### config.mk
export PLATFORM = sky130hd
export DESIGN_NAME = mfc_unpack
export DESIGN_NICKNAME = d
export VERILOG_FILES = /design/src/rtl/mfc_unpack.sv
export SDC_FILE = /design/constraint.sdc
export NUM_CORES = 1
export LEC_CHECK = 0
export BUFFER_PORTS_ARGS = -buffer_cell sky130_fd_sc_hd__buf_2
export CAP_MARGIN = 10
export CORE_UTILIZATION = 45
export CTS_CLUSTER_SIZE = 16
export DETAILED_ROUTE_END_ITERATION = 8
export GPL_TIMING_DRIVEN = 0
export REMOVE_ABC_BUFFERS = 1
export SYNTH_ARGS = -nofsm -noshare
export SYNTH_HDL_FRONTEND = slang
export SYNTH_SLANG_ARGS = --single-unit
### constraint.sdc
create_clock -name clk -period 2.4 [get_ports clk]
set_input_delay 0.72 -clock clk [delete_from_list [all_inputs] [get_ports clk]]
set_output_delay 0.72 -clock clk [all_outputs]
set_load 0.01 [all_outputs]
### src/rtl/mfc_unpack.sv
// mfc_unpack: frame-to-stream serializer for MFCC feature frames.
// One-entry holding buffer feeds a shift register that emits one word per cycle.
module mfc_unpack #(
    parameter int MFCBIT = 32,
    parameter int NCOEF  = 12,
    parameter int OWIDTH = 384,
    parameter int GAP    = 16
) (
    input  logic              clk,
    input  logic              rst_n,
    input  logic [OWIDTH-1:0] frame_in,
    input  logic              frame_valid,
    output logic              frame_ready,
    output logic [MFCBIT-1:0] x_o,
    output logic              dv,
    output logic              done,
    output logic              busy
);

    localparam int WW = (NCOEF > 1) ? $clog2(NCOEF) : 1;
    localparam int GW = $clog2(GAP + 1);

    typedef enum logic [1:0] {
        S_IDLE,
        S_SEND,
        S_GAP
    } state_t;

    state_t            state_q, state_d;
    logic [OWIDTH-1:0] pend_q, pend_d;
    logic              pend_full_q, pend_full_d;
    logic [OWIDTH-1:0] shreg_q, shreg_d;
    logic [WW-1:0]     wcnt_q, wcnt_d;
    logic [GW-1:0]     gcnt_q, gcnt_d;
    logic [MFCBIT-1:0] x_q, x_d;
    logic              dv_q, dv_d;
    logic              done_q, done_d;
    logic              busy_q, busy_d;
    logic              load;
    logic              accept;

    assign frame_ready = ~pend_full_q;
    assign x_o         = x_q;
    assign dv          = dv_q;
    assign done        = done_q;
    assign busy        = busy_q;

    // Next-state: burst sequencing, gap timing and the holding-buffer handshake.
    always_comb begin
        state_d     = state_q;
        pend_d      = pend_q;
        pend_full_d = pend_full_q;
        shreg_d     = shreg_q;
        wcnt_d      = wcnt_q;
        gcnt_d      = gcnt_q;
        x_d         = x_q;
        dv_d        = dv_q;
        done_d      = 1'b0;
        busy_d      = busy_q;
        load        = 1'b0;
        accept      = frame_valid & ~pend_full_q;

        unique case (state_q)
            S_IDLE: begin
                if (pend_full_q) begin
                    load = 1'b1;
                end
            end
            S_SEND: begin
                if (wcnt_q == WW'(NCOEF - 1)) begin
                    state_d = S_GAP;
                    dv_d    = 1'b0;
                    x_d     = '0;
                    gcnt_d  = '0;
                end else begin
                    x_d     = shreg_q[MFCBIT-1:0];
                    shreg_d = shreg_q >> MFCBIT;
                    wcnt_d  = wcnt_q + 1'b1;
                    done_d  = (wcnt_q == WW'(NCOEF - 2));
                end
            end
            S_GAP: begin
                if (gcnt_q == GW'(GAP - 1)) begin
                    if (pend_full_q) begin
                        load = 1'b1;
                    end else begin
                        state_d = S_IDLE;
                        busy_d  = 1'b0;
                    end
                end else begin
                    gcnt_d = gcnt_q + 1'b1;
                end
            end
            default: begin
                state_d = S_IDLE;
            end
        endcase

        // Word 0 goes straight to the output; the rest stay queued in shreg.
        if (load) begin
            state_d     = S_SEND;
            shreg_d     = pend_q >> MFCBIT;
            x_d         = pend_q[MFCBIT-1:0];
            dv_d        = 1'b1;
            busy_d      = 1'b1;
            wcnt_d      = '0;
            pend_full_d = 1'b0;
        end

        // A new accept on the same edge as a transfer keeps the buffer marked full.
        if (accept) begin
            pend_d      = frame_in;
            pend_full_d = 1'b1;
        end
    end

    // State and registered outputs; reset truncates any burst and drops the buffer.
    always_ff @(posedge clk or negedge rst_n) begin
        if (!rst_n) begin
            state_q     <= S_IDLE;
            pend_q      <= '0;
            pend_full_q <= 1'b0;
            shreg_q     <= '0;
            wcnt_q      <= '0;
            gcnt_q      <= '0;
            x_q         <= '0;
            dv_q        <= 1'b0;
            done_q      <= 1'b0;
            busy_q      <= 1'b0;
        end else begin
            state_q     <= state_d;
            pend_q      <= pend_d;
            pend_full_q <= pend_full_d;
            shreg_q     <= shreg_d;
            wcnt_q      <= wcnt_d;
            gcnt_q      <= gcnt_d;
            x_q         <= x_d;
            dv_q        <= dv_d;
            done_q      <= done_d;
            busy_q      <= busy_d;
        end
    end

endmodule

==> results.md, run 1 <==
| Item | Reported | Unit |
| --- | --- | --- |
| Final standard cell area without fillers | 38900 | um^2 |
| Worst endpoint data arrival time | 2.92 | ns |
| Register bit count reported by yosys | 783 | - |
| Hold Buf Count CTS | 0 | - |
| Number of endpoints with negative hold slack in the final report | 0 | - |
| Net switching power of the design | 18.8 | mW |
| Critical path required time | 2.95 | ns |
| Least-Margin Pin Slew | 0.725 | ns |
| Cell at the slowest stage of the critical path | sky130_fd_sc_hd__dfrtp_1 | - |
| Ratio of routed vias to standard cells | 5.46 | - |
| Launch point of the worst reg-to-reg path | gcnt_q[0]$_DFFE_PN0P_ | - |
| Total chip power | 54.7 | mW |
| Sequential cell fraction of total power | 0.402 | - |
| Outcome | completed | - |
| Synth cell types | 35 | - |
| Clock Tree Buf Depth | 3 | - |
| Sw Ratio | 0.344 | - |
| TritonCTS clock tree | yes | - |
| Cell Rows | 96 | - |
| Most used standard cells in the synthesized netlist | 783 x sky130_fd_sc_hd__dfrtp_1, 603 x sky130_fd_sc_hd__nand2_1, 529 x sky130_fd_sc_hd__nand3_1, 384 x sky130_fd_sc_hd__mux2_2, 106 x sky130_fd_sc_hd__buf_2 | - |
| Final clock period utilization by the worst path | 0.989 | - |
| Count of pins over their slew limit | 0 | - |
| Antenna violations before repair | 38 | - |
| Hold/Removal Path Class | in2async | - |
| Standard cell core area | 69100 | um^2 |
| Critical path class | reg2reg | - |
| Detailed-route wire length per cell | 20.3 | um |
| Area share of the largest cell type after synthesis | 0.619 | - |
| Number of DRC violations after detailed routing | 0 | - |
| Share of cells above drive strength 1 | 0.337 | - |
| Internal | 35.9 | mW |
| Post-layout worst setup margin | 0.0257 | ns |
| Critical path cell sequence | ha_2, and3_4, ha_4, nand2b_4, a21o_4, buf_16, or2_4, buf_16, buf_12, a21oi_2 | - |
| Net count of the finished layout | 3582 | - |
| Post-DRT Antenna Nets | 0 | - |
| Max frequency | 421 | MHz |
| Max-cap viol count | 0 | - |
| Cell Area, Placed | 35100 | um^2 |
| Maximum number of pins on one net before global-route repair | 127 | - |
| Number of buffers added by the clock tree synthesis step | 84 | - |
| Number of top-level pins | 423 | - |
| Vertical die dimension | 267 | um |
| Post-synth EDFFs | 0 | - |
| IO Port Bufs | 422 | - |
| Clock transition time at the flip-flop clock pins of the worst setup and hold paths | 0.06 | ns |
| Kind of start point of the critical path | flop | - |
| Worst reg2reg path depth | 10 | - |
| Post-DP HPWL | 48100 | um |
| Proportion of synthesized flip-flops having asynchronous set or reset | 1.00 | - |
| Post-route minimum period | 2.37 | ns |
| Clk pwr share | 0.251 | - |
| Top cells by area in the synthesized netlist | sky130_fd_sc_hd__dfrtp_1 62%, sky130_fd_sc_hd__mux2_2 14%, sky130_fd_sc_hd__nand3_1 8.4%, sky130_fd_sc_hd__nand2_1 7.1%, sky130_fd_sc_hd__buf_2 1.7% | - |
| Number of fill cells | 5895 | - |
| Top cell type by total area after synthesis | sky130_fd_sc_hd__dfrtp_1 | - |
| Category of the worst setup path capture point | flop | - |
| Leakage component of the power | 18.5 | nW |
| Setup violators final | 0 | - |
| CTS root buf | sky130_fd_sc_hd__clkbuf_16 | - |
| Initial Util | 0.458 | - |
| Warnings, synthesis | 0 | - |
| Placer's final routability congestion estimate | 0.767 | - |
| Cell Area, Synth | 31700 | um^2 |
| Worst clock skew | 0.0207 | ns |
| Remaining Overflow, GRT | 0 | - |
| Drt total wl | 85600 | um |
| Logic gate share of total power | 0.347 | - |
| Critical register-to-register path endpoint | shreg_q[37]$_DFFE_PN0P_ | - |
| Max H-tree Level | 3 | - |
| CTS sink cnt | 783 | - |
| Worst Setup Slack post-DPL | -0.734 | ns |
| Gate Count Post-Synth | 2796 | - |
| Number of global-route vias before repair | 23.2k | - |
| Multi-input logic area | 11000 | um^2 |
| Sequential element share of the synthesized area | 0.619 | - |
| Most common cell type on the critical path | sky130_fd_sc_hd__buf_16 | - |
| Total Die Area | 71400 | um^2 |
| Crit path largest cell delay | 0.39 | ns |
| Clk_lat worst skew | 0.63 | ns |
| Post-synthesis area per instance | 11.3 | um^2 |
| Detailed-routing iteration count for the pre-antenna-repair pass | 9 | - |
| Most used flip-flop cell after synthesis | sky130_fd_sc_hd__dfrtp_1 | - |
| Gr usage total | 0.236 | - |
| Largest voltage drop on the vdd net | 0.838 | mV |
| Power density normalized to cell area | 1410 | nW/um^2 |
| Global-route wire length before repair | 132000 | um |
| Relative slew slack | 0.517 | - |
| Floorplan die width | 267 | um |
| Footprint of the flip-flops and latches | 19600 | um^2 |
| Initial DRC Count | 2077 | - |
| Register-to-register setup slack | 0.03 | ns |
| Leading cell type by number of instances after synthesis | sky130_fd_sc_hd__dfrtp_1 | - |
| Maximum fanout count along the critical path | 18 | - |
| Vias after detailed routing | 23.0k | - |
| Area growth from synthesis to final layout | 22.7 | % |
registers in the layout, summed over array words and instances, names as in the netlist:
signal	count
state_q	2
dv	1
pend_full_q	1
busy	1
done	1
x_o	32
shreg_q	352
pend_q	384
wcnt_q	4
gcnt_q	5
power by group through the flow:
stage | registers [mW] | clock network [mW] | logic (mW)
floorplan | 21.6 | 0 | 9.07
global placement | 22.0 | 0 | 10.2
detailed placement | 22.1 | 0 | 17.3
CTS | 21.9 | 14.0 | 18.8
global route | 22.6 | 14.5 | 20.8
finish | 22.0 | 13.7 | 19.0
area by class of cell:
class	instances	share of cell area
Clock buffer	110	0.0615
Tap cell	931	0.0300
Clock inverter	42	0.0143
Inverter	77	0.00744
Sequential cell	783	0.504
Multi-Input combinational cell	1743	0.284
Timing Repair Buffer	502	0.0968
Antenna cell	22	0.00142
placed cells by master, fill, tap and decap left out, types with 4 or more instances in the layout:
cell | Yosys | routed
sky130_fd_sc_hd__dfrtp_1 | 783 | 783
sky130_fd_sc_hd__nand2_1 | 603 | 601
sky130_fd_sc_hd__nand3_1 | 529 | 529
sky130_fd_sc_hd__buf_2 | 106 | 421
sky130_fd_sc_hd__mux2_2 | 384 | 384
sky130_fd_sc_hd__clkbuf_16 | 0 | 88
sky130_fd_sc_hd__inv_1 | 77 | 77
sky130_fd_sc_hd__o22ai_1 | 41 | 41
sky130_fd_sc_hd__a21oi_2 | 40 | 41
sky130_fd_sc_hd__o21ai_0 | 35 | 35
sky130_fd_sc_hd__a222oi_1 | 32 | 32
sky130_fd_sc_hd__a22oi_1 | 32 | 32
sky130_fd_sc_hd__buf_16 | 0 | 31
sky130_fd_sc_hd__buf_4 | 2 | 23
sky130_fd_sc_hd__diode_2 | 0 | 22
sky130_fd_sc_hd__clkinv_2 | 0 | 21
sky130_fd_sc_hd__clkbuf_8 | 0 | 17
sky130_fd_sc_hd__buf_12 | 0 | 15
sky130_fd_sc_hd__bufinv_16 | 0 | 12
sky130_fd_sc_hd__clkbuf_1 | 53 | 8
sky130_fd_sc_hd__bufbuf_16 | 0 | 7
sky130_fd_sc_hd__nor2_1 | 6 | 6
sky130_fd_sc_hd__a21oi_1 | 7 | 5
sky130_fd_sc_hd__nand2_4 | 0 | 4
logic make-up after synthesis:
kind of cell | Yosys count | synth area share
AND/OR/NAND/NOR | 1154 | 0.159
adder cells (fa/ha/maj) | 4 | 0.00158
buffers and inverters | 278 | 0.0386
multiplexers | 385 | 0.137
AO/OA/AOI/OAI | 190 | 0.0444
XOR/XNOR | 2 | 0.000553
flip-flops | 783 | 0.619
through the flow:
step | util | cells | setup TNS, ns | hold slack [ns]
5_1_grt | 0.563 | 4208 | -0.0106 | 0.0914
4_1_cts | 0.559 | 4172 | -2.16 | 0.0687
3_5_place_dp | 0.508 | 3988 | -281.49 | 0.453
2_1_floorplan | - | 2595 | -8307.80 | 0.424
6_report | 0.563 | 4210 | 0 | 0.0725
3_3_place_gp | 0.492 | 3948 | - | 0.447
worst max-delay path, delay by kind of cell, from the launching register on:
kind	cells	cell delay (ns)
AND/OR/NAND/NOR	3	0.62
flip-flops	1	0.39
AO/OA/AOI/OAI	2	0.39
buffers and inverters	3	0.49
adder cells (fa/ha/maj)	2	0.38
how the worst max path moves through the flow:
stage / startpoint / end / slack (ns)
after floorplan: pend_full_q$_DFFE_PN0P_ / pend_q[0]$_DFFE_PN0P_ / -16.88
after global placement: frame_valid / pend_q[363]$_DFFE_PN0P_ / -27.55
after detailed placement: gcnt_q[0]$_DFFE_PN0P_ / shreg_q[46]$_DFFE_PN0P_ / -0.73
after CTS: gcnt_q[0]$_DFFE_PN0P_ / shreg_q[21]$_DFFE_PN0P_ / -0.09
after global routing: wcnt_q[0]$_DFFE_PN0P_ / shreg_q[228]$_DFFE_PN0P_ / -0.007
final: gcnt_q[0]$_DFFE_PN0P_ / shreg_q[37]$_DFFE_PN0P_ / 0.03
timing repair:
| item | 4_1_cts | 5_1_grt |
|---|---|---|
| pin swaps | 4 | 3 |
| gates resized for setup | 11 | 7 |
| endpoints found under the setup margin | 445 | 274 |
| gates cloned | 16 | 5 |
| buffers inserted | 16 | 12 |
routing by layer:
layer,global-route usage,vias up,share of wire
met5,0,-,0.0022
met4,0.0777,30,0.026
met3,0.0466,164,0.056
met2,0.394,591,0.50
met1,0.307,11730,0.41
li1,-,10460,-
(Power assumes the default switching activity.)
==> run 2: changes to the inputs <==
--- a/config.mk
+++ b/config.mk
@@ -5,6 +5,7 @@
 export SDC_FILE = /design/constraint.sdc
 export NUM_CORES = 1
 export LEC_CHECK = 0
+export ABC_AREA = 1
 export BUFFER_PORTS_ARGS = -buffer_cell sky130_fd_sc_hd__buf_2
 export CAP_MARGIN = 10
 export CORE_UTILIZATION = 45
==> run 2 against run 1 <==
Effect of this change:
- the run now ends with negative setup slack left
- cell area grew 11%
- non-clock buffer count grew 70
- cell count grew 21%
- combinational power grew 34%
- maximum frequency shrank 3.9%
- clock skew grew 0.00082 ns
- worst hold slack lost 0.050 ns
- first-iteration DRC count shrank 5.1%
- synthesized cell count grew 29%
- routed wire length grew 27%
- clock power is essentially flat
- critical endpoint is now shreg_q[81]$_DFFE_PN0P_
- highest routed layer unchanged
==> results.md, run 2 <==
| Item | Reported | Unit | Change |
| --- | --- | --- | --- |
| CTS sink cnt | 783 | - | unchanged |
| Largest voltage drop on the vdd net | 0.843 | mV | was 0.838 mV |
| Floorplan die width | 276 | um | was 267 um |
| Gate Count Post-Synth | 3608 | - | was 2796 |
| Placer's final routability congestion estimate | 0.763 | - | was 0.767 |
| Leakage component of the power | 22.2 | nW | was 18.5 nW |
| Net count of the finished layout | 4433 | - | was 3582 |
| Worst clock skew | 0.0215 | ns | was 0.0207 ns |
| Clk pwr share | 0.223 | - | was 0.251 |
| Relative slew slack | 0.498 | - | was 0.517 |
| Antenna violations before repair | 39 | - | was 38 |
| Number of top-level pins | 423 | - | unchanged |
| Sequential element share of the synthesized area | 0.582 | - | was 0.619 |
| CTS root buf | sky130_fd_sc_hd__clkbuf_16 | - | unchanged |
| Clock Tree Buf Depth | 3 | - | unchanged |
| Most common library cell in the layout ignoring fill and taps | sky130_fd_sc_hd__nand2_1 | - | was sky130_fd_sc_hd__dfrtp_1 |
| Least-Margin Pin Slew | 0.752 | ns | was 0.725 ns |
| Max H-tree Level | 3 | - | unchanged |
| Cell Area, Synth | 33700 | um^2 | was 31700 um^2 |
| Largest register by flop count | pend_q | - | unchanged |
| Outcome | finished with violations | - | was completed |
| Vertical die dimension | 276 | um | was 267 um |
| Initial DRC Count | 1972 | - | was 2077 |
| Proportion of synthesized flip-flops having asynchronous set or reset | 1.00 | - | unchanged |
| Remaining Overflow, GRT | 0 | - | unchanged |
| Worst Setup Slack post-DPL | -2.86 | ns | was -0.734 ns |
| Post-route minimum period | 2.47 | ns | was 2.37 ns |
| Max-cap viol count | 0 | - | unchanged |
| End-of-flow core utilization | 0.585 | - | was 0.563 |
| Number of global-route vias before repair | 25.8k | - | was 23.2k |
| Initial Util | 0.458 | - | about the same |
| Count of pins over their slew limit | 0 | - | unchanged |
| Post-synth EDFFs | 0 | - | unchanged |
| Register-to-register setup slack | -0.07 | ns | was 0.03 ns |
| Cell Rows | 99 | - | was 96 |
| Leading cell type by number of instances after synthesis | sky130_fd_sc_hd__nand2_1 | - | was sky130_fd_sc_hd__dfrtp_1 |
| Critical path class | reg2reg | - | unchanged |
| Maximum number of pins on one net before global-route repair | 116 | - | was 127 |
| Sequential cell fraction of total power | 0.362 | - | was 0.402 |
| Number of endpoints with negative hold slack in the final report | 0 | - | unchanged |
| Sw Ratio | 0.369 | - | was 0.344 |
| Top cells by area in the synthesized netlist | sky130_fd_sc_hd__dfrtp_1 58%, sky130_fd_sc_hd__nand2_1 17%, sky130_fd_sc_hd__mux2_2 11%, sky130_fd_sc_hd__nand3_1 5.8%, sky130_fd_sc_hd__buf_2 1.9% | - | was sky130_fd_sc_hd__dfrtp_1 62%, sky130_fd_sc_hd__mux2_2 14%, sky130_fd_sc_hd__nand3_1 8.4%, sky130_fd_sc_hd__nand2_1 7.1%, sky130_fd_sc_hd__buf_2 1.7% |
| Detailed-route wire length per cell | 21.3 | um | was 20.3 um |
| Post-DRT Antenna Nets | 0 | - | unchanged |
| Ratio of routed vias to standard cells | 5.24 | - | was 5.46 |
| Share of cells above drive strength 1 | 0.283 | - | was 0.337 |
| Maximum fanout count along the critical path | 5 | - | was 18 |
| Worst reg2reg path depth | 19 | - | was 10 |
| Critical path required time | 2.92 | ns | was 2.95 ns |
| Most used standard cells in the synthesized netlist | 1485 x sky130_fd_sc_hd__nand2_1, 783 x sky130_fd_sc_hd__dfrtp_1, 391 x sky130_fd_sc_hd__nand3_1, 322 x sky130_fd_sc_hd__mux2_2, 150 x sky130_fd_sc_hd__nor2_1 | - | was 783 x sky130_fd_sc_hd__dfrtp_1, 603 x sky130_fd_sc_hd__nand2_1, 529 x sky130_fd_sc_hd__nand3_1, 384 x sky130_fd_sc_hd__mux2_2, 106 x sky130_fd_sc_hd__buf_2 |
| Gr usage total | 0.279 | - | was 0.236 |
| Violated checks | negative setup slack | - |  |
| IO Port Bufs | 422 | - | unchanged |
| Hold/Removal Path Class | in2async | - | unchanged |
| Number of DRC violations after detailed routing | 0 | - | unchanged |
| Kind of start point of the critical path | flop | - | unchanged |
| Power density normalized to cell area | 1420 | nW/um^2 | was 1410 nW/um^2 |
| Standard cell core area | 73500 | um^2 | was 69100 um^2 |
| Clock transition time at the flip-flop clock pins of the worst setup and hold paths | 0.06 | ns | about the same |
| Post-synthesis area per instance | 9.33 | um^2 | was 11.3 um^2 |
| Setup repair after global routing missed its margin | yes | - |  |
| Warnings, synthesis | 0 | - | unchanged |
| Number of buffers added by the clock tree synthesis step | 86 | - | was 84 |
| Detailed-routing iteration count for the pre-antenna-repair pass | 7 | - | was 9 |
| Launch point of the worst reg-to-reg path | gcnt_q[1]$_DFFE_PN0P_ | - | was gcnt_q[0]$_DFFE_PN0P_ |
| Final standard cell area without fillers | 43000 | um^2 | was 38900 um^2 |
| Flip-flop count of the largest register, all copies and words added | 384 | - | unchanged |
| Global-route wire length before repair | 159000 | um | was 132000 um |
| Setup violators final | 89 | - | was 0 |
| TritonCTS clock tree | yes | - | unchanged |
| Area share of the largest cell type after synthesis | 0.582 | - | was 0.619 |
| Register bit count reported by yosys | 783 | - | unchanged |
| Top cell type by total area after synthesis | sky130_fd_sc_hd__dfrtp_1 | - | unchanged |
| Category of the worst setup path capture point | flop | - | unchanged |
| Number of fill cells | 6486 | - | was 5895 |
| Synth cell types | 23 | - | was 35 |
| Worst endpoint data arrival time | 2.99 | ns | was 2.92 ns |
| Most used flip-flop cell after synthesis | sky130_fd_sc_hd__dfrtp_1 | - | unchanged |
| Internal | 38.6 | mW | was 35.9 mW |
| Net switching power of the design | 22.5 | mW | was 18.8 mW |
| Total Die Area | 75900 | um^2 | was 71400 um^2 |
| Launch point of the critical path | gcnt_q[1]$_DFFE_PN0P_ | - | was gcnt_q[0]$_DFFE_PN0P_ |
| Cell Area, Placed | 36800 | um^2 | was 35100 um^2 |
| Logic gate share of total power | 0.415 | - | was 0.347 |
| Drt total wl | 108000 | um | was 85600 um |
| Max frequency | 405 | MHz | was 421 MHz |
| Final clock period utilization by the worst path | 1.03 | - | was 0.989 |
| Clk_lat worst skew | 0.64 | ns | was 0.63 ns |
| Post-layout worst setup margin | -0.0696 | ns | was 0.0257 ns |
| Post-DP HPWL | 50000 | um | was 48100 um |
| Vias after detailed routing | 26.7k | - | was 23.0k |
| Area growth from synthesis to final layout | 27.6 | % | was 22.7% |
| Top library cells by usage in the layout, fill and taps aside | 1390 x sky130_fd_sc_hd__nand2_1, 783 x sky130_fd_sc_hd__dfrtp_1, 421 x sky130_fd_sc_hd__buf_2 | - | was 783 x sky130_fd_sc_hd__dfrtp_1, 601 x sky130_fd_sc_hd__nand2_1, 529 x sky130_fd_sc_hd__nand3_1 |
| Critical register-to-register path endpoint | shreg_q[81]$_DFFE_PN0P_ | - | was shreg_q[37]$_DFFE_PN0P_ |
-- run 2: cell types whose count changed after synthesis, moves of 20 or more --
cell,previous run,this run
sky130_fd_sc_hd__nand2_1,603,1485
sky130_fd_sc_hd__nor2_1,6,150
sky130_fd_sc_hd__nand3_1,529,391
sky130_fd_sc_hd__mux2_2,384,322
sky130_fd_sc_hd__a21oi_1,7,64
sky130_fd_sc_hd__a21oi_2,40,0
sky130_fd_sc_hd__a222oi_1,32,0
sky130_fd_sc_hd__a22oi_1,32,0
sky130_fd_sc_hd__o21ai_0,35,60
sky130_fd_sc_hd__buf_1,35,14
sky130_fd_sc_hd__buf_2,106,126
sky130_fd_sc_hd__buf_4,2,22
-- run 2: cells by family after synthesis --
family                     after synthesis  synth area share
adders and majority gates                4           0.00149
buffers and inverters                  318            0.0440
AOI/OAI and AO/OA                      146            0.0225
DFF                                    783             0.582
and+or+nand+nor                       2034             0.242
muxes                                  322             0.108
xor gates and xnor gates                 1          0.000260
-- run 2: worst max-delay path, stage by stage, from the launching register on --
cell and delay (ns):
sky130_fd_sc_hd__dfrtp_1 0.35, sky130_fd_sc_hd__ha_2 0.19, sky130_fd_sc_hd__nand2_2 0.06, sky130_fd_sc_hd__nor2_2 0.08, sky130_fd_sc_hd__ha_2 0.20, sky130_fd_sc_hd__inv_4 0.05
sky130_fd_sc_hd__nand2_8 0.07, sky130_fd_sc_hd__buf_16 0.13, sky130_fd_sc_hd__nand2_8 0.05, sky130_fd_sc_hd__buf_16 0.13, sky130_fd_sc_hd__buf_16 0.12, sky130_fd_sc_hd__nand2_8 0.08
sky130_fd_sc_hd__buf_16 0.14, sky130_fd_sc_hd__inv_16 0.04, sky130_fd_sc_hd__buf_16 0.13, sky130_fd_sc_hd__buf_12 0.13, sky130_fd_sc_hd__buf_12 0.13, sky130_fd_sc_hd__buf_16 0.15
sky130_fd_sc_hd__nand2_2 0.05, sky130_fd_sc_hd__nand2_1 0.04
-- run 2: power by group through the flow --
stage	Sequential (mW)	Clock [mW]	Combinational (mW)
final	22.1	13.7	25.4
after global routing	22.8	14.4	27.7
after CTS	22.0	13.9	24.2
after detailed placement	22.1	0	18.0
after global placement	19.8	0	13.6
after floorplan	20.3	0	11.6
-- run 2: per-layer routing --
| metal | part of all wire | wire length, um | global-route usage |
|---|---|---|---|
| met5 | 0.0026 | 284 | 0 |
| met4 | 0.032 | 3510 | 0.105 |
| met3 | 0.066 | 7160 | 0.0637 |
| met2 | 0.47 | 51000 | 0.446 |
| met1 | 0.43 | 46300 | 0.370 |
-- run 2: worst max-delay path by stage --
stage	slack (ns)	to	cells after the start
after CTS	-0.12	shreg_q[81]$_DFFE_PN0P_	19
after global routing	-0.18	shreg_q[204]$_DFFE_PN0P_	19
after floorplan	-13.30	wcnt_q[3]$_DFFE_PN0P_	11
final	-0.07	shreg_q[81]$_DFFE_PN0P_	19
after global placement	-29.57	shreg_q[285]$_DFFE_PN0P_	11
after detailed placement	-2.86	shreg_q[314]$_DFFE_PN0P_	16
-- run 2: cell type report --
| type | count | area, um^2 | share of cell area |
|---|---|---|---|
| diodes | 20 | 50.0 | 0.00116 |
| clock buffers | 133 | 2620 | 0.0610 |
| clock inverters | 23 | 304 | 0.00707 |
| inverters | 79 | 323 | 0.00751 |
| multi-input cells | 2514 | 13200 | 0.306 |
| flip-flops and latches | 783 | 19600 | 0.456 |
| well taps | 959 | 1200 | 0.0279 |
| repair buffers | 572 | 5610 | 0.130 |
| repair inverters | 6 | 118 | 0.00274 |
-- run 2: per-stage QoR --
| stage | hold slack, ns | power (mW) | setup TNS (ns) | instances |
|---|---|---|---|---|
| floorplan | 0.424 | 31.9 | -8062.84 | 3369 |
| global placement | 0.450 | 33.3 | - | 4750 |
| detailed placement | 0.453 | 40.1 | -1074.39 | 4788 |
| CTS | 0.0228 | 60.0 | -16.63 | 5053 |
| global route | 0.0338 | 64.9 | -30.48 | 5081 |
| finish | 0.0226 | 61.2 | -2.05 | 5089 |
-- run 2: timing repair --
item | in CTS | in global routing
setup endpoints to repair | 596 | 394
gates resized for setup | 135 | 108
hold endpoints to repair | 59 | 0
pin swaps | 16 | 39
gates cloned | 68 | 18
hold buffers | 1 | 0
setup buffers | 40 | 3
